**config.mk**
```make
export PLATFORM = sky130hd
export DESIGN_NAME = matrix_key_scan_flat
export DESIGN_NICKNAME = d
export VERILOG_FILES = /design/src/rtl/matrix_key_scan_pkg.sv /design/src/rtl/matrix_key_scan_if.sv /design/src/rtl/matrix_key_scan_sync.sv /design/src/rtl/matrix_key_scan.sv /design/src/flat_wrapper.sv
export SDC_FILE = /design/constraint.sdc
export NUM_CORES = 1
export LEC_CHECK = 0
export ABC_AREA = 1
export CORE_MARGIN = 4
export CORE_UTILIZATION = 40
export DETAILED_ROUTE_END_ITERATION = 12
export HOLD_SLACK_MARGIN = 0.1
export REMOVE_ABC_BUFFERS = 1
export SYNTH_ARGS = -nofsm -noshare
export SYNTH_HDL_FRONTEND = slang
export SYNTH_HIERARCHICAL = 1
export SYNTH_SLANG_ARGS = --single-unit
```
**constraint.sdc**
```tcl
create_clock -name clk -period 2.1 [get_ports clk]
set_input_delay 0.42 -clock clk [delete_from_list [all_inputs] [get_ports clk]]
set_output_delay 0.42 -clock clk [all_outputs]
set_load 0.02 [all_outputs]
```
**src/rtl/matrix_key_scan_pkg.sv**
```systemverilog
// Shared constants and helpers for the 4x4 keypad scanner.
//   - FSM state encodings (3-bit, plain localparams so older tools can read them)
//   - ROW_IDLE / COL_ALL pin levels
//   - onehot0_n(): true when exactly one bit of an active-low vector is low
//   - col_drive(): active-low column drive for a column index
package key_scan_pkg;

  localparam logic [2:0] ST_IDLE     = 3'd0;
  localparam logic [2:0] ST_DEBOUNCE = 3'd1;
  localparam logic [2:0] ST_SCAN     = 3'd2;
  localparam logic [2:0] ST_REPORT   = 3'd3;
  localparam logic [2:0] ST_RELEASE  = 3'd4;

  // Rows are pulled up: all ones means no key is closing any row.
  localparam logic [3:0] ROW_IDLE = 4'hf;
  // All columns driven low so any pressed key pulls its row down.
  localparam logic [3:0] COL_ALL  = 4'h0;

  function automatic logic onehot0_n(input logic [3:0] row);
    logic [3:0] z;
    z = ~row;
    return (z != 4'h0) && ((z & (z - 4'h1)) == 4'h0);
  endfunction

  function automatic logic [3:0] col_drive(input logic [1:0] idx);
    return ~(4'b0001 << idx);
  endfunction

endpackage

```
**src/rtl/matrix_key_scan_if.sv**
```systemverilog
// Keypad pin and key-event bundle.
//   key_row   : keypad rows (pulled up, asynchronous), into the scanner
//   key_col   : active-low column drives, out of the scanner
//   row_col   : {rows, cols} of the last accepted key, held until the next event
//   key_value : one-cycle event strobe; row_col is valid in the same cycle
//   key_down  : high from the strobe until the release is debounced
//   state     : scanner FSM state, for observation only
// Handshake: key_value is a plain strobe without back-pressure. The consumer
// must take row_col in the strobe cycle; no ready signal exists and none is
// waited for.
interface matrix_key_scan_if;
  logic [3:0] key_row;
  logic [3:0] key_col;
  logic [7:0] row_col;
  logic       key_value;
  logic       key_down;
  logic [2:0] state;

  // Scanner side.
  modport master (
    input  key_row,
    output key_col, row_col, key_value, key_down, state
  );

  // Keypad / consumer side.
  modport slave (
    output key_row,
    input  key_col, row_col, key_value, key_down, state
  );
endinterface

```
**src/rtl/matrix_key_scan_sync.sv**
```systemverilog
// key_sync: two-flop synchronizer for asynchronous level inputs.
//   clk  : destination clock
//   rst  : asynchronous active-high reset; flops reset to all ones (idle rows)
//   i_d  : asynchronous input
//   o_q  : synchronized output, two cycles behind i_d
module key_sync #(
  parameter int WIDTH = 4
) (
  input  logic             clk,
  input  logic             rst,
  input  logic [WIDTH-1:0] i_d,
  output logic [WIDTH-1:0] o_q
);

  logic [WIDTH-1:0] r_meta;
  logic [WIDTH-1:0] r_sync;

  always_ff @(posedge clk or posedge rst) begin
    if (rst) begin
      r_meta <= '1;
      r_sync <= '1;
    end else begin
      r_meta <= i_d;
      r_sync <= r_meta;
    end
  end

  assign o_q = r_sync;

endmodule

```
**src/rtl/matrix_key_scan.sv**
```systemverilog
// matrix_key_scan: scans a 4x4 keypad, debounces press and release, and emits
// one key event per physical press.
//   clk    : system clock
//   rst_n  : asynchronous reset, ACTIVE-HIGH despite the name
//   bus    : matrix_key_scan_if.master (keypad pins, key event, state)
// All outputs are registered. While idle, debouncing and releasing, every
// column is driven low so any key is seen; only SCAN walks the columns.
module matrix_key_scan
  import key_scan_pkg::*;
#(
  parameter int DEBOUNCE_CYC = 1_000_000,
  parameter int SETTLE_CYC   = 16
) (
  input  logic               clk,
  input  logic               rst_n,
  matrix_key_scan_if.master  bus
);

  localparam int MAX_CYC = (DEBOUNCE_CYC > SETTLE_CYC) ? DEBOUNCE_CYC : SETTLE_CYC;
  localparam int CNT_W   = $clog2(MAX_CYC + 1);

  logic [3:0]       w_row_sync;
  logic             w_deb_done;
  logic             w_settled;

  logic [2:0]       r_state;
  logic [CNT_W-1:0] r_cnt;
  logic [1:0]       r_idx;
  logic [3:0]       r_key_col;
  logic [7:0]       r_row_col;
  logic             r_key_value;
  logic             r_key_down;

  key_sync #(.WIDTH(4)) u_sync (
    .clk (clk),
    .rst (rst_n),
    .i_d (bus.key_row),
    .o_q (w_row_sync)
  );

  assign w_deb_done = (r_cnt == CNT_W'(DEBOUNCE_CYC - 1));
  assign w_settled  = (r_cnt == CNT_W'(SETTLE_CYC - 1));

  always_ff @(posedge clk or posedge rst_n) begin
    if (rst_n) begin
      r_state     <= ST_IDLE;
      r_cnt       <= '0;
      r_idx       <= 2'd0;
      r_key_col   <= COL_ALL;
      r_row_col   <= 8'hff;
      r_key_value <= 1'b0;
      r_key_down  <= 1'b0;
    end else begin
      r_key_value <= 1'b0;
      case (r_state)
        ST_IDLE: begin
          r_key_col <= COL_ALL;
          r_cnt     <= '0;
          if (w_row_sync != ROW_IDLE) begin
            r_state <= ST_DEBOUNCE;
          end
        end

        ST_DEBOUNCE: begin
          r_key_col <= COL_ALL;
          if (w_row_sync == ROW_IDLE) begin
            r_state <= ST_IDLE;
            r_cnt   <= '0;
          end else if (w_deb_done) begin
            r_state   <= ST_SCAN;
            r_cnt     <= '0;
            r_idx     <= 2'd0;
            r_key_col <= col_drive(2'd0);
          end else begin
            r_cnt <= r_cnt + CNT_W'(1);
          end
        end

        ST_SCAN: begin
          // row_sync lags the pins by two cycles, so the settle window must
          // cover both the column change and the synchronizer.
          if (!w_settled) begin
            r_cnt <= r_cnt + CNT_W'(1);
          end else begin
            r_cnt <= '0;
            if (onehot0_n(w_row_sync)) begin
              // Strobe is registered: it is high for the whole REPORT cycle.
              r_row_col   <= {w_row_sync, r_key_col};
              r_key_value <= 1'b1;
              r_key_down  <= 1'b1;
              r_key_col   <= COL_ALL;
              r_state     <= ST_REPORT;
            end else if (w_row_sync != ROW_IDLE) begin
              // Several rows low in one column: ambiguous, wait it out.
              r_key_col <= COL_ALL;
              r_state   <= ST_RELEASE;
            end else if (r_idx == 2'd3) begin
              // Key vanished before it was located.
              r_key_col <= COL_ALL;
              r_state   <= ST_IDLE;
            end else begin
              r_idx     <= r_idx + 2'd1;
              r_key_col <= col_drive(r_idx + 2'd1);
            end
          end
        end

        ST_REPORT: begin
          r_key_col <= COL_ALL;
          r_cnt     <= '0;
          r_state   <= ST_RELEASE;
        end

        ST_RELEASE: begin
          r_key_col <= COL_ALL;
          if (w_row_sync != ROW_IDLE) begin
            r_cnt <= '0;
          end else if (w_deb_done) begin
            r_cnt      <= '0;
            r_key_down <= 1'b0;
            r_state    <= ST_IDLE;
          end else begin
            r_cnt <= r_cnt + CNT_W'(1);
          end
        end

        default: begin
          r_state   <= ST_IDLE;
          r_cnt     <= '0;
          r_key_col <= COL_ALL;
        end
      endcase
    end
  end

  assign bus.key_col   = r_key_col;
  assign bus.row_col   = r_row_col;
  assign bus.key_value = r_key_value;
  assign bus.key_down  = r_key_down;
  assign bus.state     = r_state;

endmodule

```
**src/flat_wrapper.sv**
```systemverilog
// flat-port wrapper written by rule: the top's interface ports become plain ports
module matrix_key_scan_flat import key_scan_pkg::*;
#(
  parameter int DEBOUNCE_CYC = 1_000_000,
  parameter int SETTLE_CYC   = 16
)
  (clk, rst_n, bus_key_row, bus_key_col, bus_row_col, bus_key_value, bus_key_down, bus_state);
  matrix_key_scan_if bus_i ();
  input  logic clk;
  input  logic rst_n;
  input wire logic [$bits(bus_i.key_row)-1:0] bus_key_row;
  output wire logic [$bits(bus_i.key_col)-1:0] bus_key_col;
  output wire logic [$bits(bus_i.row_col)-1:0] bus_row_col;
  output wire logic [$bits(bus_i.key_value)-1:0] bus_key_value;
  output wire logic [$bits(bus_i.key_down)-1:0] bus_key_down;
  output wire logic [$bits(bus_i.state)-1:0] bus_state;
  assign bus_i.key_row = bus_key_row;
  assign bus_key_col = bus_i.key_col;
  assign bus_row_col = bus_i.row_col;
  assign bus_key_value = bus_i.key_value;
  assign bus_key_down = bus_i.key_down;
  assign bus_state = bus_i.state;
  matrix_key_scan #(.DEBOUNCE_CYC(DEBOUNCE_CYC), .SETTLE_CYC(SETTLE_CYC)) u_core (.clk(clk), .rst_n(rst_n), .bus(bus_i));
endmodule
```
==> results_dict.tcl <==
set metrics [dict create \
    synth_top_area_cell "dfrtp_1" \
    min_period_ns 1.86 \
    timing.hold.ws_ns 0.359 \
    hold_viol 0 \
    fmax_ghz 0.539 \
    final_cell_mix "nand2_1 (111), inv_1 (49), nor2_1 (34), dfrtp_1 (31), clkdlybuf4s50_1 (22)" \
    cts_tree "done" \
    die-area_um2 7760 \
    final_common_cell "nand2_1" \
    holdCritPathClass "register to register" \
    antenna_found_initial 0 \
    cts_buffer_depth 2 \
    p_comb_frac 0.291 \
    pwr-share-clk 0.260 \
    cp.required_ns 1.68 \
    grt_start_max_net_pins 40 \
    root_buffer "clkbuf_8" \
    hpwl_mm 4.01 \
    totalWireLength_mm 5.39 \
    avgSynthCellArea_um2 7.59 \
    period_share 0.884 \
    cp_cell_sequence "clkdlybuf4s50_1" \
    timing.critical_path.buf_inv 1 \
    tns_ns 0 \
    overflow 0 \
    grt_usage 0.155 \
    port_buffers 22 \
    placementRows 28 \
    clk_latency_ns 0.30 \
    synth_top_area_share 0.302 \
    cp-end-kind "output pin" \
    p_switching_uw 835 \
    cp_max_fo 2 \
    n_antenna_cell 0 \
    numCtsBuffers 5 \
    nNetsFinal 378 \
    worst_path_largest_cell_delay_ns 0.60 \
    drive_above_1_share 0.141 \
    crit_path_top_delay_cell "clkdlybuf4s50_1" \
    fp.coreArea_um2 6060 \
    drtPass1Iterations 4 \
    antenna_left 0 \
    relSlewSlack 0.661 \
    power_leakage_uw 0.00154 \
    peakVddDrop_uv 477 \
    intPower_uw 1520 \
    num-fill-cells 595 \
    grt_pass1_wl_mm 9.36 \
    critPathKind "register to output pin" \
    ctsHtreeMaxLevel 2 \
    clk_transition_reported_paths_ns 0.09 \
    die_width_um 88.1 \
    worst_pin_slew_ns 0.508 \
    ys_ff_latch 47 \
    cts_resized 0 \
    worstSetupStartpointType "register" \
    ys_types 26 \
    syn2layout_area_growth_pct 16.5 \
    post-cts-setup-buffers 0 \
    maxCapViolations 0 \
    yosysWarnings 6 \
    drt-initial-drc-count 194 \
    post_drt_wl_per_cell_um 12.1 \
    status "complete, no violations" \
    seqPwrFrac 0.449 \
    cts_hold_buf 0 \
    numClockSinks 47 \
    arrival_ns 1.44 \
    routed_via_density 4.73 \
    worst-r2r-setup-slack_ns 0.26 \
    grt_setup_unrepaired "no" \
    gp_congestion 0.935 \
    final.setup_skew_ns 0.00280 \
    syn_inst 338 \
    ys_top_cells_by_area "dfrtp_1 (30%), dfstp_2 (16%), nand2_1 (16%)" \
    routed-via-count 2099 \
    setup_viol 0 \
    die_h_um 88.1 \
    swShare 0.354 \
    netlist_area_um2 2570 \
    slew_violations 0 \
    path_delay_family "buffers and inverters" \
    start_util 0.423 \
    pin_count 23 \
    p_per_area_nw_per_um2 788 \
    drc 0 \
    ys_seq_area_frac 0.466 \
    grt_pass1_vias 1990 \
]
-- power groups by stage --
stage	logic (µW)	registers (µW)	clock network (µW)
after floorplan	456	1100	0
after CTS	688	1060	641
after global routing	783	1070	683
after detailed placement	683	1070	0
final	686	1060	612
after global placement	682	1070	0
-- kinds of logic after synthesis --
family,count (synthesis),synth area share
simple gates,191,0.327
buf+inv,58,0.0912
flops,47,0.466
compound gates,27,0.0585
xor+xnor,11,0.0375
fa+ha+maj,4,0.0195
-- flip-flops by register name, summed over array words and instances (netlist names) --
name	flops
u_core/bus.key_col	4
u_core/bus.row_col	8
u_core/bus.key_value	1
u_core/bus.key_down	1
u_core/u_sync/o_q	4
u_core/bus.state	3
u_core/u_sync/r_meta	4
u_core/r_cnt	20
u_core/r_idx	2
-- cell type report --
| cell class | instances | area [µm²] | share of cell area |
|---|---|---|---|
| inverters | 54 | 203 | 0.0678 |
| well taps | 75 | 93.8 | 0.0314 |
| clock inverters | 1 | 6.26 | 0.00209 |
| repair buffers | 27 | 258 | 0.0862 |
| flip-flops and latches | 47 | 1200 | 0.400 |
| multi-input cells | 233 | 1140 | 0.380 |
| clock buffers | 7 | 96.3 | 0.0322 |
-- per-stage QoR --
| stage | std cells | setup slack, ns | power (µW) | instance area, µm² | utilization |
|---|---|---|---|---|---|
| 2_1_floorplan | 334 | 0.487 | 1550 | 2530 | - |
| 3_3_place_gp | 436 | 0.330 | 1750 | 2890 | 0.476 |
| 3_5_place_dp | 436 | 0.273 | 1760 | 2890 | 0.476 |
| 4_1_cts | 444 | 0.217 | 2390 | 2990 | 0.493 |
| 5_1_grt | 444 | 0.0190 | 2540 | 2990 | 0.493 |
| 6_report | 444 | 0.243 | 2350 | 2990 | 0.493 |
-- Yosys cell counts --
master / instances
nor2_4: 2
dfrtp_1: 31
buf_6: 1
nor2_1: 34
nand3_1: 15
nand3_2: 3
o21ai_0: 10
a21oi_2: 1
buf_4: 2
inv_1: 49
nor3_2: 1
nand2_1: 111
xnor2_1: 2
xor2_1: 9
dfstp_2: 16
ha_1: 4
inv_2: 5
buf_2: 1
o21bai_1: 2
a21boi_2: 1
nor2_2: 6
a21oi_1: 13
nand4_1: 12
nor3_1: 3
nand2_2: 3
nand2_4: 1
-- final timing paths --
check	start	endpoint	cells past startpoint
worst max-delay path	u_core/bus.row_col[1]	bus_row_col[1]	1
worst min-delay path	u_core/u_sync/r_meta[2]	u_core/u_sync/o_q[2]	0
worst min register to register	u_core/u_sync/r_meta[2]	u_core/u_sync/o_q[2]	0
worst max register to register	u_core/r_cnt[0]	u_core/r_cnt[17]	10
max in group asynchronous	rst_n	u_core/bus.row_col[0]	3
min in group asynchronous	rst_n	u_core/bus.state[1]	3
-- layer usage --
layer	up-vias	wire length, µm	track usage
li1	1101	-	-
met1	949	2820	0.227
met2	42	2250	0.229
met3	7	224	0.0254
met4	0	95	0.0618
met5	-	0	0
Power figures use the tool's default switching activity.
